--- config.mk ---
export PLATFORM = sky130hd
export DESIGN_NAME = phrase_tx_flat
export DESIGN_NICKNAME = d
export VERILOG_FILES = /design/src/rtl/phrase_tx_if.sv /design/src/rtl/phrase_tx.sv /design/src/flat_wrapper.sv
export SDC_FILE = /design/constraint.sdc
export NUM_CORES = 1
export LEC_CHECK = 0
export BUFFER_PORTS_ARGS = -buffer_cell sky130_fd_sc_hd__buf_2
export CAP_MARGIN = 25
export CORE_MARGIN = 10
export CORE_UTILIZATION = 40
export DETAILED_ROUTE_END_ITERATION = 10
export SYNTH_ARGS = -nofsm -noshare
export SYNTH_HDL_FRONTEND = slang
export SYNTH_SLANG_ARGS = --single-unit
export TNS_END_PERCENT = 100
--- constraint.sdc ---
create_clock -name clk -period 5.5 [get_ports clk]
set_input_delay 0.55 -clock clk [delete_from_list [all_inputs] [get_ports clk]]
set_output_delay 0.55 -clock clk [all_outputs]
set_load 0.02 [all_outputs]
--- src/rtl/phrase_tx_if.sv ---
// rtl/phrase_tx_if.sv - character stream handshake between phrase_tx and its consumer
interface phrase_tx_if;
  logic [7:0] data_out;
  logic       data_valid;
  logic       data_ready;

  modport master (output data_out, output data_valid, input data_ready);
  modport slave  (input data_out, input data_valid, output data_ready);
endinterface

--- src/rtl/phrase_tx.sv ---
// rtl/phrase_tx.sv - streams the fixed phrase "I Love You!" a captured number of times
module phrase_tx #(
  parameter int         GAP       = 0,
  parameter logic [7:0] IDLE_CHAR = 8'h20
) (
  input  logic        clk,
  input  logic        rst_n,
  input  logic        start,
  input  logic [3:0]  repeat_n,
  input  logic        abort,
  output logic        busy,
  output logic        done,
  phrase_tx_if.master dout
);

  typedef enum logic [1:0] {S_IDLE, S_SEND, S_GAP, S_DONE} state_t;

  localparam logic [7:0] GAP_LOAD = (GAP > 0) ? 8'(GAP - 1) : 8'd0;

  state_t     state, state_nx;
  logic [3:0] idx, idx_nx;
  logic [3:0] cnt, cnt_nx;
  logic [7:0] gap_cnt, gap_nx;
  logic       xfer;

  function automatic logic [7:0] phrase_char(input logic [3:0] i);
    case (i)
      4'd0:    phrase_char = 8'h49;
      4'd1:    phrase_char = 8'h20;
      4'd2:    phrase_char = 8'h4C;
      4'd3:    phrase_char = 8'h6F;
      4'd4:    phrase_char = 8'h76;
      4'd5:    phrase_char = 8'h65;
      4'd6:    phrase_char = 8'h20;
      4'd7:    phrase_char = 8'h59;
      4'd8:    phrase_char = 8'h6F;
      4'd9:    phrase_char = 8'h75;
      4'd10:   phrase_char = 8'h21;
      default: phrase_char = IDLE_CHAR;
    endcase
  endfunction

  // data_valid is registered, so a transfer depends on data_ready only through the D inputs
  assign xfer = dout.data_valid && dout.data_ready;

  always_comb begin
    state_nx = state;
    idx_nx   = idx;
    cnt_nx   = cnt;
    gap_nx   = gap_cnt;
    case (state)
      S_IDLE: begin
        if (start && !abort) begin
          state_nx = S_SEND;
          idx_nx   = 4'd0;
          cnt_nx   = (repeat_n == 4'd0) ? 4'd1 : repeat_n;
        end
      end
      S_SEND: begin
        if (xfer) begin
          if (idx < 4'd10) begin
            idx_nx   = idx + 4'd1;
            state_nx = (GAP > 0) ? S_GAP : S_SEND;
            gap_nx   = GAP_LOAD;
          end else if (cnt > 4'd1) begin
            cnt_nx   = cnt - 4'd1;
            idx_nx   = 4'd0;
            state_nx = (GAP > 0) ? S_GAP : S_SEND;
            gap_nx   = GAP_LOAD;
          end else begin
            state_nx = S_DONE;
          end
        end
      end
      S_GAP: begin
        if (gap_cnt == 8'd0) state_nx = S_SEND;
        else                 gap_nx   = gap_cnt - 8'd1;
      end
      S_DONE:  state_nx = S_IDLE;
      default: state_nx = S_IDLE;
    endcase
    if (abort && state != S_IDLE) state_nx = S_IDLE;
    if (state_nx == S_IDLE) begin
      idx_nx = 4'd0;
      cnt_nx = 4'd0;
      gap_nx = 8'd0;
    end
  end

  // Outputs are decoded from the next state so they line up with the state register
  always_ff @(posedge clk or negedge rst_n) begin
    if (!rst_n) begin
      state           <= S_IDLE;
      idx             <= 4'd0;
      cnt             <= 4'd0;
      gap_cnt         <= 8'd0;
      dout.data_valid <= 1'b0;
      dout.data_out   <= IDLE_CHAR;
      busy            <= 1'b0;
      done            <= 1'b0;
    end else begin
      state           <= state_nx;
      idx             <= idx_nx;
      cnt             <= cnt_nx;
      gap_cnt         <= gap_nx;
      dout.data_valid <= (state_nx == S_SEND);
      dout.data_out   <= (state_nx == S_SEND) ? phrase_char(idx_nx) : IDLE_CHAR;
      busy            <= (state_nx != S_IDLE);
      done            <= (state_nx == S_DONE);
    end
  end

endmodule

--- src/flat_wrapper.sv ---
// flat-port wrapper written by rule: the top's interface ports become plain ports
module phrase_tx_flat 
#(
  parameter int         GAP       = 0,
  parameter logic [7:0] IDLE_CHAR = 8'h20
)
  (clk, rst_n, start, repeat_n, abort, busy, done, dout_data_out, dout_data_valid, dout_data_ready);
  phrase_tx_if dout_i ();
  input  logic clk;
  input  logic rst_n;
  input  logic start;
  input  logic [3:0] repeat_n;
  input  logic abort;
  output logic busy;
  output logic done;
  output wire logic [$bits(dout_i.data_out)-1:0] dout_data_out;
  output wire logic [$bits(dout_i.data_valid)-1:0] dout_data_valid;
  input wire logic [$bits(dout_i.data_ready)-1:0] dout_data_ready;
  assign dout_data_out = dout_i.data_out;
  assign dout_data_valid = dout_i.data_valid;
  assign dout_i.data_ready = dout_data_ready;
  phrase_tx #(.GAP(GAP), .IDLE_CHAR(IDLE_CHAR)) u_core (.clk(clk), .rst_n(rst_n), .start(start), .repeat_n(repeat_n), .abort(abort), .busy(busy), .done(done), .dout(dout_i));
endmodule
## Word-level counts from Yosys, hierarchy flattened

Memories as Yosys holds them, arrays and structs flattened.
Index checks and enable logic that the tools add are counted.
Widths: inputs -> output; s select.

- Flip-flop bits (word level): 29
- Bits in latches: 0
- RAM bits: 0
- ROM bits: 112
- Output and inout bits: 11
- Logic and storage cells: 66
- Memories kept: 1

- Add/subtract/negate cells: 3
- $mul: 0
- Div/mod/pow operators: 0
- Order comparisons: 2
- Equality and inequality tests: 11
- Shifts and indexed selects: 0
- Muxes and demuxes: 27
- Bitwise gates (word level): 0
- Reduce and logical (&&, ||, !) cells: 14

Memory list:

| memory | depth | width | read ports | clocked after memory_dff | wr ports | line | source |
|---|---|---|---|---|---|---|---|
| (name not given) | 16 | 7 | 1 | 0 | 0 | phrase_tx.sv:27 | `case (i)` |

Operators with widths:

| kind | number |
|---|---|
| $mux 8 | 6 |
| $mux 4 | 11 |
| $pmux 4 s2 | 2 |
| $pmux 8 s2 | 1 |
| $mux 2 | 6 |
| $ne 3x1->1 const B | 3 |
| $logic_not 8->1 | 1 |
| $pmux 2 s4 | 1 |
| $sub 8x1->8 const B | 1 |
| $eq 2x2->1 const B | 3 |
| $ne 3x3->1 const B | 2 |
| $reduce_bool 3->1 | 2 |
| $reduce_and 5->1 | 1 |
| $add 4x1->4 const B | 1 |
| $eq 2x1->1 const B | 2 |
| $gt 4x1->1 const B | 1 |
| $logic_not 2->1 | 2 |
| $logic_not 4->1 | 1 |
| $lt 4x4->1 const B | 1 |
| $ne 4x1->1 const B | 1 |
| $reduce_and 4->1 | 1 |
| $reduce_bool 2->1 | 2 |
| $sub 4x1->4 const B | 1 |
| $logic_and 1x1->1 | 3 |
| $logic_not 1->1 | 1 |

## Logic depth before layout (Yosys ltp)

An unclocked memory read counts as a cell.

- Depth after elaboration: 10
- Gate-level depth with buffers: 13
- Gate-level depth less buffers: 12

## Worst setup path before layout

Ideal clock, no wire load.

- Path kind: register to register
- Start point: register u_core.gap_cnt[0]
- End point: register u_core.dout.data_out[0]
- Setup time: 0.080 ns
- Arrival time: 2.450 ns
- Data required time: 5.420 ns
- Path slack: 2.970 ns
- Stages on the path, launching flop included: 11
- Path buffers: 0
- Period minus slack after synthesis: 2.530 ns
- Cells stage by stage: dfrtp_1 inv_1 ha_1 or3b_4 o311ai_2 a41oi_2 nor2_2 or2_1 ha_1 a31o_1 nor3_2

- Longest elaborated chain between the ends: 8
- Elaborated cells between the ends (all ways): 9

Ends and longest elaborated chain:

| item | line | source |
|---|---|---|
| from (decl) | phrase_tx.sv:23 | `logic [7:0] gap_cnt, gap_nx;` |
| from (signal assigned) | phrase_tx.sv:105 | `gap_cnt <= gap_nx;` |
| $logic_not 8->1 (*) | phrase_tx.sv:76 | `if (gap_cnt == 8'd0) state_nx = S_SEND;` |
| $mux 2 (*) | phrase_tx.sv:76 |  |
| $pmux 2 s4 (*) | phrase_tx.sv:51 | `case (state)` |
| $mux 2 (*) | phrase_tx.sv:82 | `if (abort && state != S_IDLE) state_nx = S_IDLE;` |
| named net u_core.state_nx[1] | phrase_tx.sv:20 | `state_t state, state_nx;` |
| $logic_not 2->1 | phrase_tx.sv:83 | `if (state_nx == S_IDLE) begin` |
| $mux 4 | phrase_tx.sv:83 |  |
| $mem_v2 16x7 | - |  |
| $mux 8 (*) | phrase_tx.sv:107 | `dout.data_out <= (state_nx == S_SEND) ? phrase_char(idx_nx) : IDLE_CHAR;` |
| to (signal assigned) | phrase_tx.sv:107 |  |
| to (decl) | phrase_tx_if.sv:7 | `modport master (output data_out, output data_valid, input data_ready);` |

The timed path passes the listed nets; every way through them passes the cells marked *.
A chain may end at the register's enable or synchronous reset.

## Worst setup path in the final report

- Start point: register u_core.gap_cnt[0]
- End point: register u_core.dout.data_out[0]

- Longest elaborated chain between the ends: 8
- Elaborated cells between the ends (all ways): 9

Ends and longest elaborated chain:

| item | line | source |
|---|---|---|
| $logic_not 8->1 | phrase_tx.sv:76 |  |
| $mux 2 | phrase_tx.sv:76 |  |
| $pmux 2 s4 | phrase_tx.sv:51 |  |
| $mux 2 | phrase_tx.sv:82 |  |
| named net u_core.state_nx[1] | phrase_tx.sv:20 |  |
| $logic_not 2->1 | phrase_tx.sv:83 |  |
| $mux 4 | phrase_tx.sv:83 |  |
| named net u_core.idx_nx[0] | phrase_tx.sv:21 | `logic [3:0] idx, idx_nx;` |
| $mem_v2 16x7 | - |  |
| $mux 8 | phrase_tx.sv:107 |  |

The timed path passes the listed nets, and every way through them passes these cells.

==> flow_metrics.py <==
metrics = {
    "outcome": {
        "status": "finished, final reports clean",
    },
    "timing": {
        "worst_pin_slew_ns": 0.702,
        "fin_crit_ns": 3.19,
        "finalSetupTns_ns": 0,
        "fmax_mhz": 314,
        "rsz0062_at_grt": "no",
        "report.final.setup_viol": 0,
        "finalMaxSlewViolations": 0,
        "holdWs_ns": 0.281,
        "slew_headroom_pct": 53.2,
        "skew_ns": 0.00226,
        "hold_viol_final": 0,
        "fin_crit_sh_pct": 57.9,
    },
    "die": {
        "die_x_um": 86.4,
        "die_y_um": 86.4,
        "num_rows": 24,
        "ios": 20,
        "die_area_sq_um": 7470,
        "coreArea_sq_um": 4320,
        "initial_utilization_pct": 40.8,
    },
    "final_layout": {
        "design.final.nets": 238,
        "insertedDiodeCount": 0,
        "drive_gt1_share_pct": 14.8,
        "area_growth_pct": 10.8,
        "fillerInstances": 434,
        "utilization_pct": 45.2,
        "stdcell_count": 268,
        "seqCellArea_sq_um": 702,
        "multiInputGateArea_sq_um": 966,
    },
    "detailed_routing": {
        "via_per_inst": 5.45,
        "first_pass_iters": 4,
        "routed_wirelength_mm": 3.68,
        "drc": 0,
        "drt_iter0_drc": 89,
        "ant_nets": 0,
        "wl_per_cell_um": 13.7,
        "vias": 1461,
    },
    "worst_setup_path": {
        "max_stage_delay_ns": 0.58,
        "r2r_slack_ns": 2.31,
        "crit_chain": "inv_1, ha_1, or3b_4, o311ai_2, a41oi_2, nor2_2, nor2_1, inv_1, ha_1, a31o_1, nor3_2",
        "startpoint_type": "flop",
        "reg2reg_from": "u_core.gap_cnt[0]$_DFFE_PN0P_",
        "crit_end": "u_core.dout.data_out[0]$_DFF_PN0_",
        "timing.rr.end": "u_core.dout.data_out[0]$_DFF_PN0_",
        "crit_buf_inv": 2,
        "endpoint_kind": "flop",
        "cp.depth": 11,
        "cp.arrival_ns": 3.40,
        "startpoint": "u_core.gap_cnt[0]$_DFFE_PN0P_",
        "slowest_stage": "nor2_2",
        "ff2ff_path_depth": 11,
        "path_class": "reg2reg",
        "crit_fanout": 17,
        "cp_top_family": "simple AND/OR/NAND/NOR gates",
        "required_ns": 5.71,
    },
    "yosys": {
        "synth.most_common_cell": "dfrtp_1",
        "ys_warn_count": 0,
        "synth_area_sq_um": 1760,
        "async_reset_ff_share_pct": 100,
        "syn_nets": 222,
        "ys_ff_latch": 28,
        "synthTopCellsByArea": "dfrtp_1 38%, ha_1 8.5%, a21oi_1 5.4%, nor2_1 5.1%, inv_1 3.2%",
        "synth_edf_count": 0,
        "ys.flop_type": "dfrtp_1",
        "yosysTopAreaCell": "dfrtp_1",
        "syn_inst": 201,
        "synth_commonest_cells": "27 x dfrtp_1, 24 x nor2_1, 19 x a21oi_1, 15 x inv_1, 12 x ha_1",
        "ys_types": 51,
        "yosysSeqAreaShare_pct": 39.8,
        "synth_top_area_share_pct": 38.3,
        "syn_avg_cell_area_sq_um": 8.78,
    },
    "clocking": {
        "cts_hold_buf": 0,
        "cts.sink_count": 28,
        "cts-root-buf": "clkbuf_8",
        "cts_tree": "yes",
        "post_cts_resized": 0,
        "insertion_delay_ns": 0.28,
        "path_clk_slew_ns": 0.10,
        "cts_buffers": 3,
        "cts_max_path_buffers": 2,
        "htreeDepth": 1,
        "post-cts-setup-buffers": 0,
    },
    "pwr": {
        "total_power_w": 0.000919,
        "ir_worst_vdd_uv": 242,
        "power.density_nw_per_um2": 470,
        "power_leakage_nw": 0.873,
    },
    "global_route": {
        "grt_overflow": 0,
        "grt_max_degree": 29,
        "track_usage_pct": 10.5,
        "grt_pass1_vias": 1390,
        "grt_pass1_wl_mm": 6.49,
        "grt_antenna_before_repair": 0,
    },
    "placed_design": {
        "dp.cells": 264,
        "port_buffers": 18,
        "gp_congestion": 0.771,
        "place_hpwl_mm": 2.78,
    },
    "run": {
        "cap_violations": 0,
    },
    "worst_hold_path": {
        "hp-class": "in2async",
    },
}
## power breakdown
part	total, W	switching (W)	internal [W]
clock	0.000165	0.0000674	0.0000976
combinational	0.000457	0.000296	0.000161
sequential	0.000297	0.0000387	0.000259
## worst reg2reg max path, cell delays in order, from the launching register on
cell and delay [ns]:
dfrtp_1 0.40, inv_1 0.10, ha_1 0.20, or3b_4 0.40, o311ai_2 0.28, a41oi_2 0.21
nor2_2 0.59, nor2_1 0.21, inv_1 0.13, ha_1 0.25, a31o_1 0.19, nor3_2 0.16
## kinds of logic (layout without fill, tap and decap cells)
kind of cell               after synthesis  in the layout  share of synthesized area (%)
DFF                                     28             28                           39.8
buffers and inverters                   23             38                           5.46
other                                    1              1                          0.213
AOI/OAI and AO/OA                       55             55                           21.5
muxes                                    1              1                          0.567
and+or+nand+nor                         81             81                           24.0
adders and majority gates               12             12                           8.51
## stage by stage
| step | area, sq um | setup WS, ns |
|---|---|---|
| finish | 1950 | 2.31 |
| global route | 1950 | 1.94 |
| CTS | 1950 | 2.29 |
| detailed placement | 1880 | 2.29 |
| global placement | 1880 | 2.40 |
| floorplan | 1760 | 2.97 |
## how the worst min path moves through the flow
stage / endpoint / slack, ns / start / depth (start not counted)
5_1_grt: u_core.cnt[1]$_DFFE_PN0P_ / 0.32 / rst_n / 1
2_1_floorplan: u_core.busy$_DFF_PN0_ / 0.25 / rst_n / 0
6_report: u_core.cnt[1]$_DFFE_PN0P_ / 0.28 / rst_n / 1
3_5_place_dp: u_core.cnt[1]$_DFFE_PN0P_ / 0.55 / u_core.cnt[1]$_DFFE_PN0P_ / 2
3_3_place_gp: u_core.gap_cnt[6]$_DFFE_PN0P_ / 0.56 / u_core.gap_cnt[6]$_DFFE_PN0P_ / 2
4_1_cts: u_core.dout.data_valid$_DFF_PN0_ / 0.31 / rst_n / 1
## cells in the final DEF (no fill, tap or decap), drive strengths merged, types with 6 or more instances in the layout
| cell | count |
|---|---|
| dfrtp | 27 |
| nor2 | 25 |
| a21oi | 19 |
| buf | 18 |
| inv | 15 |
| ha | 12 |
| nor3 | 12 |
| o21ai | 11 |
| nand3 | 10 |
| nand2 | 9 |
| nand2b | 6 |
## layout make-up
| class | count | area share (%) |
|---|---|---|
| clock buffer | 3 | 2.11 |
| clock inverter | 1 | 1.54 |
| inverter | 16 | 3.07 |
| multi-input combinational | 150 | 49.4 |
| sequential | 28 | 35.9 |
| tap | 52 | 3.33 |
| timing repair buffer | 18 | 4.61 |
## layer usage
metal	up-vias	track usage, %	wire length (um)
met5	-	0	0
met4	0	4.27	55
met3	5	2.81	187
met2	26	17.6	1720
met1	680	12.4	1720
li1	750	-	-
## registers in the layout, summed over array words and instances, names as in the netlist
register	count
u_core.busy	1
u_core.cnt	4
u_core.done	1
u_core.dout.data_out	7
u_core.dout.data_valid	1
u_core.gap_cnt	8
u_core.idx	4
u_core.state	2
Power figures use the tool's default switching activity.
